`src/rtl/rc4_prga_decrypt.sv`:
```
// RC4 keystream generator and message decryptor.
// Runs PRGA over S memory, XORs with ROM, writes plaintext RAM.
module rc4_prga_decrypt #(
  parameter int MSG_LEN     = 32,
  parameter bit EARLY_ABORT = 1'b1
) (
  input  logic       clk,
  input  logic       reset,
  input  logic       start_sig,
  output logic [7:0] s_address,
  output logic [7:0] s_data,
  output logic       s_wren,
  input  logic [7:0] s_q,
  output logic [4:0] rom_address,
  input  logic [7:0] rom_q,
  output logic [4:0] d_address,
  output logic [7:0] d_data,
  output logic       d_wren,
  output logic       prga_finished,
  output logic       invalid,
  output logic [3:0] state_tap
);

  typedef enum logic [3:0] {
    IDLE   = 4'd0,
    RD_SI  = 4'd1,
    CAP_SI = 4'd2,
    RD_SJ  = 4'd3,
    CAP_SJ = 4'd4,
    WR_SI  = 4'd5,
    WR_SJ  = 4'd6,
    RD_F   = 4'd7,
    CAP_F  = 4'd8,
    WR_D   = 4'd9,
    NEXT   = 4'd10,
    DONE   = 4'd11
  } state_t;

  localparam logic [4:0] K_LAST = 5'(MSG_LEN - 1);

  state_t     state, state_n;
  logic [7:0] i, i_n;
  logic [7:0] j, j_n;
  logic [4:0] k, k_n;
  logic [7:0] si, si_n;
  logic [7:0] sj, sj_n;
  logic [7:0] f, f_n;
  logic [7:0] rom_b, rom_b_n;
  logic       invalid_n;
  logic [7:0] s_address_n;
  logic [7:0] s_data_n;
  logic       s_wren_n;
  logic [4:0] rom_address_n;
  logic [4:0] d_address_n;
  logic [7:0] d_data_n;
  logic       d_wren_n;
  logic       fin_n;
  logic       byte_ok;

  assign state_tap = state;

  // Lowercase letters and space are the only acceptable plaintext.
  assign byte_ok = ((d_data >= 8'h61) && (d_data <= 8'h7a))
                || (d_data == 8'h20);

  // Next-state, datapath updates and registered output values.
  always_comb begin
    state_n       = state;
    i_n           = i;
    j_n           = j;
    k_n           = k;
    si_n          = si;
    sj_n          = sj;
    f_n           = f;
    rom_b_n       = rom_b;
    invalid_n     = invalid;
    s_address_n   = s_address;
    s_data_n      = s_data;
    s_wren_n      = 1'b0;
    rom_address_n = rom_address;
    d_address_n   = d_address;
    d_data_n      = d_data;
    d_wren_n      = 1'b0;
    fin_n         = 1'b0;

    unique case (state)
      IDLE: begin
        if (start_sig) begin
          i_n       = 8'd1;
          j_n       = 8'd0;
          k_n       = 5'd0;
          invalid_n = 1'b0;
          state_n   = RD_SI;
        end
      end
      RD_SI:  state_n = CAP_SI;
      CAP_SI: begin
        si_n    = s_q;
        j_n     = j + s_q;
        state_n = RD_SJ;
      end
      RD_SJ:  state_n = CAP_SJ;
      CAP_SJ: begin
        sj_n    = s_q;
        state_n = WR_SI;
      end
      WR_SI:  state_n = WR_SJ;
      WR_SJ:  state_n = RD_F;
      RD_F:   state_n = CAP_F;
      CAP_F: begin
        f_n     = s_q;
        rom_b_n = rom_q;
        state_n = WR_D;
      end
      WR_D: begin
        state_n = NEXT;
        if (!byte_ok) begin
          invalid_n = 1'b1;
          if (EARLY_ABORT) state_n = DONE;
        end
      end
      NEXT: begin
        i_n = i + 8'd1;
        if (k == K_LAST) begin
          state_n = DONE;
        end else begin
          k_n     = k + 5'd1;
          state_n = RD_SI;
        end
      end
      DONE: begin
        if (!start_sig) state_n = IDLE;
      end
      default: state_n = IDLE;
    endcase

    // Outputs are registered, so they are decoded from the
    // state being entered and the register values it will see.
    unique case (state_n)
      RD_SI: s_address_n = i_n;
      RD_SJ: s_address_n = j_n;
      WR_SI: begin
        s_address_n = i_n;
        s_data_n    = sj_n;
        s_wren_n    = 1'b1;
      end
      WR_SJ: begin
        s_address_n = j_n;
        s_data_n    = si_n;
        s_wren_n    = 1'b1;
      end
      RD_F: begin
        s_address_n   = si_n + sj_n;
        rom_address_n = k_n;
      end
      WR_D: begin
        d_address_n = k_n;
        d_data_n    = f_n ^ rom_b_n;
        d_wren_n    = 1'b1;
      end
      DONE:    fin_n = 1'b1;
      default: ;
    endcase
  end

  // State, datapath and output registers with synchronous reset.
  always_ff @(posedge clk) begin
    if (!reset) begin
      state         <= IDLE;
      i             <= 8'd0;
      j             <= 8'd0;
      k             <= 5'd0;
      si            <= 8'd0;
      sj            <= 8'd0;
      f             <= 8'd0;
      rom_b         <= 8'd0;
      invalid       <= 1'b0;
      s_address     <= 8'd0;
      s_data        <= 8'd0;
      s_wren        <= 1'b0;
      rom_address   <= 5'd0;
      d_address     <= 5'd0;
      d_data        <= 8'd0;
      d_wren        <= 1'b0;
      prga_finished <= 1'b0;
    end else begin
      state         <= state_n;
      i             <= i_n;
      j             <= j_n;
      k             <= k_n;
      si            <= si_n;
      sj            <= sj_n;
      f             <= f_n;
      rom_b         <= rom_b_n;
      invalid       <= invalid_n;
      s_address     <= s_address_n;
      s_data        <= s_data_n;
      s_wren        <= s_wren_n;
      rom_address   <= rom_address_n;
      d_address     <= d_address_n;
      d_data        <= d_data_n;
      d_wren        <= d_wren_n;
      prga_finished <= fin_n;
    end
  end

endmodule

```
`config.mk`:
```
export PLATFORM = sky130hd
export DESIGN_NAME = rc4_prga_decrypt
export DESIGN_NICKNAME = d
export VERILOG_FILES = /design/src/rtl/rc4_prga_decrypt.sv
export SDC_FILE = /design/constraint.sdc
export NUM_CORES = 1
export LEC_CHECK = 0
export CAP_MARGIN = 10
export CORE_ASPECT_RATIO = 0.7
export CORE_MARGIN = 1
export CORE_UTILIZATION = 30
export DETAILED_ROUTE_END_ITERATION = 10
export SLEW_MARGIN = 20
export SYNTH_ARGS = -nofsm -noshare
export SYNTH_HDL_FRONTEND = slang
export SYNTH_SLANG_ARGS = --single-unit
```
`constraint.sdc`:
```
create_clock -name clk -period 5.2 [get_ports clk]
set_input_delay 1.56 -clock clk [delete_from_list [all_inputs] [get_ports clk]]
set_output_delay 1.56 -clock clk [all_outputs]
set_load 0.01 [all_outputs]
```
==> results of run 1 <==
cells by family after synthesis:
family                   after synthesis
AO/OA/AOI/OAI                        144
flip-flops                            79
AND/OR/NAND/NOR                      212
multiplexers                           5
adder cells (fa/ha/maj)               18
buffers and inverters                 40
XOR/XNOR                              16
path summary, 6_finish.rpt:
check | from | end | slack [ns] | cells past startpoint
min | si[5] | si[5] | 0.46 | 2
min reg2reg | si[5] | si[5] | 0.46 | 2
max | s_q[0] | s_address[6] | 1.34 | 11
max reg2reg | state_tap[1] | s_address[6] | 1.51 | 11
through the flow:
stage / utilization, % / instance area [µm²]
after global placement: 36.7 / 4900
after floorplan: - / 4160
final: 38.8 / 5180
after global routing: 38.8 / 5180
after detailed placement: 36.7 / 4900
after CTS: 38.8 / 5180
flip-flops by register name (all words and copies together), names as in the netlist:
register and cells:
d_address 5, d_data 8, d_wren 1, i 8
invalid 1, j 8, k 5, prga_finished 1
rom_address 5, s_address 8, s_data 8, s_wren 1
si 8, sj 8, state_tap 4
cell usage in the layout, fill, tap and decap left out, types with 3 or more instances in the layout:
master,netlist,final
dfxtp_1,79,79
clkdlybuf4s50_1,0,60
nor2_1,58,57
nand2_1,56,56
a21oi_1,37,37
a211oi_1,28,28
and2_1,23,23
o21ai_0,23,23
nand3_1,16,16
ha_1,16,16
nor3_1,14,14
a21o_1,13,13
xnor2_1,11,11
clkbuf_16,0,9
a31oi_1,8,8
inv_1,7,7
nand2b_1,6,6
nor4_1,6,6
nor2b_1,6,6
or2_2,5,5
a22oi_1,5,5
mux2i_1,5,5
xor2_1,5,5
buf_4,0,4
or3_1,3,3
o21bai_1,3,3
nand3b_1,3,3
o2111ai_1,3,3
o211ai_1,3,3
per-layer routing:
layer | routed length, µm | track usage, %
met1 | 5870 | 24.5
met2 | 4960 | 24.9
met3 | 873 | 4.89
met4 | 132 | 5.38
met5 | 0 | 0
final cells by class:
cell class / instances / area, µm²
Clock buffer: 9 / 225
Clock inverter: 7 / 57.6
Fill cell: 1354 / 8180
Inverter: 7 / 26.3
Multi-Input combinational cell: 395 / 2430
Sequential cell: 79 / 1580
Tap cell: 185 / 231
Timing Repair Buffer: 64 / 631
power breakdown:
group | total, mW | switching, mW | internal, mW
registers | 0.657 | 0.0264 | 0.630
clock network | 0.605 | 0.276 | 0.329
logic | 0.260 | 0.149 | 0.110
total | 1.52 | 0.452 | 1.07
critical path: stages:
cell and delay (ns):
clkdlybuf4s50_1 0.52, and2_1 0.21, a21o_1 0.16, ha_1 0.20, fa_1 0.42, a211oi_1 0.28, o21ai_0 0.14, a21oi_1 0.20
xnor2_1 0.14, nand2_1 0.08, a31oi_1 0.21
==> run summary, run 1 <==
via count = 3,905
Compound-Gate Fraction of Synth Area = 22.6%
syn nets = 551
gr ovfl total = 0
post-synthesis xor/xnor area fraction = 3.37%
slew margin rel. = 42.5%
CTS Hold Bufs = 0
DIE AREA = 0.0143 mm²
worst clock skew = 0.00347 ns
all-layer global routing usage = 17.2%
synth cell count leaders = dfxtp_1 (79), nor2_1 (58), nand2_1 (56)
IO buf count = 60
Setup CP Type = primary input to flop
clk root buf = clkbuf_16
required time worst endpoint = 5.47 ns
first-pass GRT wire length = 18.7 mm
layout cells sized above 1 = 5.17%
number of top-level pins = 61
type of the tightest min-delay check = flop to flop
DR iter-0 viols = 223
CP Launch Type = primary input
antenna-violating nets left = 0
Top FF cell, synth = dfxtp_1
synthesized area per cell = 8.09 µm²
final hold vios = 0
largest net degree at the start of global routing = 59
run status = completed
Synth Area in Simple Gates = 25.2%
fin worst setup slack = 1.34 ns
CTS H-tree depth = 3
post-synth top area share = 38.0%
FP Rows = 35
CP Capture Type = flop
initial antenna violation count = 0
Static Leak = 1.95 nW
DP Wirelength = 8.56 mm
TritonCTS clock tree = yes
Clock Path Buffers = 2
DR WL/cell = 15.9 µm
mux share of post-synthesis cell area = 1.20%
Synth Instances = 514
Area Growth Syn to Fin = 24.6%
Synth area leaders = dfxtp_1 (38%), nor2_1 (5.2%), a211oi_1 (5.1%)
clock sinks = 79
Min Hold Slack = 0.462 ns
Pwr Total = 1.52 mW
Critical Path AT = 4.12 ns
CTS resizes = 0
count of state elements after synthesis = 79
Seq/Total Area, Yosys = 38.0%
Synth warnings = 0
main combinational cell family by area after synthesis = simple AND/OR/NAND/NOR gates
EDFF count, synth = 0
DP Worst Slack = 1.06 ns
DRC violations left = 0
Clock transition at path regs = 0.06 ns
worst-path fanout max = 4
number of global-route vias before repair = 3,530
Final nets = 593
Async S/R FF share, synth = 0%
f_max = 259 MHz
placed cells = 730
RSZ-0062 raised after global routing = false
Final period util = 74.2%
maximum vdd ir drop = 0.000171 V
routed wire length = 11.8 mm
min cycle time layout = 3.86 ns
Final Max Tran Viols = 0
Distinct cells, synth = 57
setup_tns = 0 ns
Core Area = 0.0134 mm²
diodes inserted = 0
Clock Latency Late Sink = 0.34 ns
Die Height = 101 µm
P per Cell Area = 294 mW/mm²
synthesized area = 0.00416 mm²
number of vias per cell = 5.23
GPL Wtd Cong = 0.876
area leader, netlist = dfxtp_1
Synth Area in Adders = 5.78%
most common cell in the synthesized netlist = dfxtp_1
# Post-CTS Setup Buffers = 0
starting density of the core = 31.1%
1st-pass router iterations = 5
final setup fails = 0
CTS buffer count = 9
Die Width = 143 µm
max_cap viols = 0
worst-margin pin slew = 0.860 ns
final cell count without fillers = 746
(Power assumes the default switching activity.)
==> inputs of run 2 (changes only) <==
- clock period: 5.2 -> 3.2 ns (I/O delays scaled with it)
==> run summary, run 2 (same netlist as run 1, synthesis figures left out) <==
1st-pass router iterations = 5
largest net degree at the start of global routing = 26
clock network fraction of total power = 39.2%
gr ovfl total = 0
diodes inserted = 0
Static Leak = 2.22 nW
Critical Path AT = 3.24 ns
Worst R2R Setup Slack = 0.27 ns
Min Hold Slack = 0.463 ns
DP Wirelength = 9.38 mm
Die Height = 101 µm
run status = completed
min-delay src = si[1]
final cell count without fillers = 796
initial antenna violation count = 0
GRT busiest layer = met2
DP Area = 0.00527 mm²
CP Capture Type = flop
crit-path max cell delay = 0.42 ns
DIE AREA = 0.0143 mm²
clock sinks = 79
met3 GRT Util = 4.42%
met2 usage = 26.5%
Gate power share = 19.8%
Switching Power = 771 µW
commonest non-fill, non-tap cells in the layout = dfxtp_1 (79), clkdlybuf4s50_1 (59), nor2_1 (58)
min cycle time layout = 3.02 ns
Core Area = 0.0134 mm²
Clock Path Buffers = 2
number of vias per cell = 5.12
clk root buf = clkbuf_16
maximum vdd ir drop = 0.000321 V
Pint = 1.80 mW
worst clock skew = 0.00252 ns
worst-path fanout max = 3
CP Launch Type = primary input
CP max-delay cell = clkdlybuf4s50_1
delay-heaviest family, CP = compound AO/OA/AOI/OAI gates
CTS Hold Bufs = 0
routed wire length = 12.4 mm
Area Growth Syn to Fin = 33.8%
all-layer global routing usage = 17.8%
final setup fails = 0
DR iter-0 viols = 227
cells on worst reg2reg path = 11
GPL Wtd Cong = 0.878
type of the tightest min-delay check = flop to flop
CTS buffer count = 9
Clock transition at path regs = 0.06 ns
Final nets = 643
FP Rows = 35
first-pass GRT wire length = 19.6 mm
P per Cell Area = 462 mW/mm²
antenna-violating nets left = 0
max_cap viols = 0
Setup CP Type = primary input to flop
met1 usage = 25.4%
Finished Core Util = 41.7%
Reg2Reg Capture Point = s_address[6]
critical path's most frequent cell = a211oi_1
WHS Endpoint = si[1]
DP Worst Slack = -0.251 ns
via count = 4,075
CTS H-tree depth = 3
Final Max Tran Viols = 0
hold path depth = 2
Worst Path Buf+Inv = 2
Clock Latency Late Sink = 0.34 ns
placed cells = 780
starting density of the core = 31.1%
design area = 0.00557 mm²
RSZ-0062 raised after global routing = false
TritonCTS clock tree = yes
DRC violations left = 0
switch share = 30.0%
Final period util = 94.4%
fin worst setup slack = 0.178 ns
slew margin rel. = 45.8%
layout cells sized above 1 = 12.9%
final hold vios = 0
IO buf count = 60
number of global-route vias before repair = 3,810
required time worst endpoint = 3.42 ns
Die Width = 143 µm
number of top-level pins = 61
worst-margin pin slew = 0.813 ns
worst r2r src = state_tap[3]
commonest non-fill, non-tap cell in the layout = dfxtp_1
Flop pwr share = 40.9%
DR WL/cell = 15.6 µm
critical path, cell by cell = clkdlybuf4s50_1 > buf_4 > ha_1 > a211oi_1 > o21bai_1 > mux2i_1 > nand4_1 > a222oi_1 > a211oi_1
f_max = 331 MHz
# Post-CTS Setup Buffers = 0
## run 2: area by class of cell
type / count / area [µm²]
clock buffer: 9 / 225
multi-input combinational: 395 / 2430
timing repair buffer: 114 / 1010
tap: 185 / 231
inverter: 7 / 26.3
fill: 1344 / 7790
clock inverter: 7 / 62.6
sequential: 79 / 1580
## run 2: power by group through the flow
stage | Clock [mW] | Combinational (mW) | Sequential, mW
2_1_floorplan | 0 | 0.266 | 1.08
3_3_place_gp | 0 | 0.496 | 1.07
3_5_place_dp | 0 | 0.504 | 1.07
4_1_cts | 1.03 | 0.507 | 1.05
5_1_grt | 1.07 | 0.557 | 1.06
6_report | 1.01 | 0.510 | 1.05
## run 2: worst max path at each step
stage / startpoint / endpoint / slack, ns / cells past startpoint
floorplan: state_tap[2] / s_address[6] / 0.27 / 13
global placement: s_q[0] / s_address[6] / -0.22 / 11
finish: s_q[1] / s_address[5] / 0.18 / 9
CTS: s_q[0] / s_address[6] / 0.09 / 11
detailed placement: s_q[0] / s_address[6] / -0.25 / 11
global route: s_q[2] / s_address[7] / 0.04 / 8
## run 2: metrics by stage
stage	setup TNS (ns)	power [mW]
after floorplan	0	1.34
after global placement	-0.652	1.57
after detailed placement	-0.828	1.58
after CTS	0	2.59
after global routing	0	2.69
final	0	2.57
## run 2: repair_timing
item,in CTS,in global routing
endpoints found under the hold margin,0,0
resized for setup,0,2
endpoints found under the setup margin,0,3
## run 2: per-layer routing
metal	part of all wire, %	vias to the layer above
li1	-	2034
met4	0.89	0
met5	0	-
met3	5.8	12
met2	41	118
met1	52	1911
## run 2: worst reg2reg max path, cell delays in order, from the launching register on
cell and delay [ns]:
dfxtp_1 0.39, or4b_1 0.57, buf_4 0.23, nand2_1 0.11, nand2_1 0.15, fa_1 0.51, a211oi_2 0.23, o21ai_0 0.12
a21oi_1 0.18, xnor2_1 0.15, nand2_1 0.08, a31oi_1 0.15
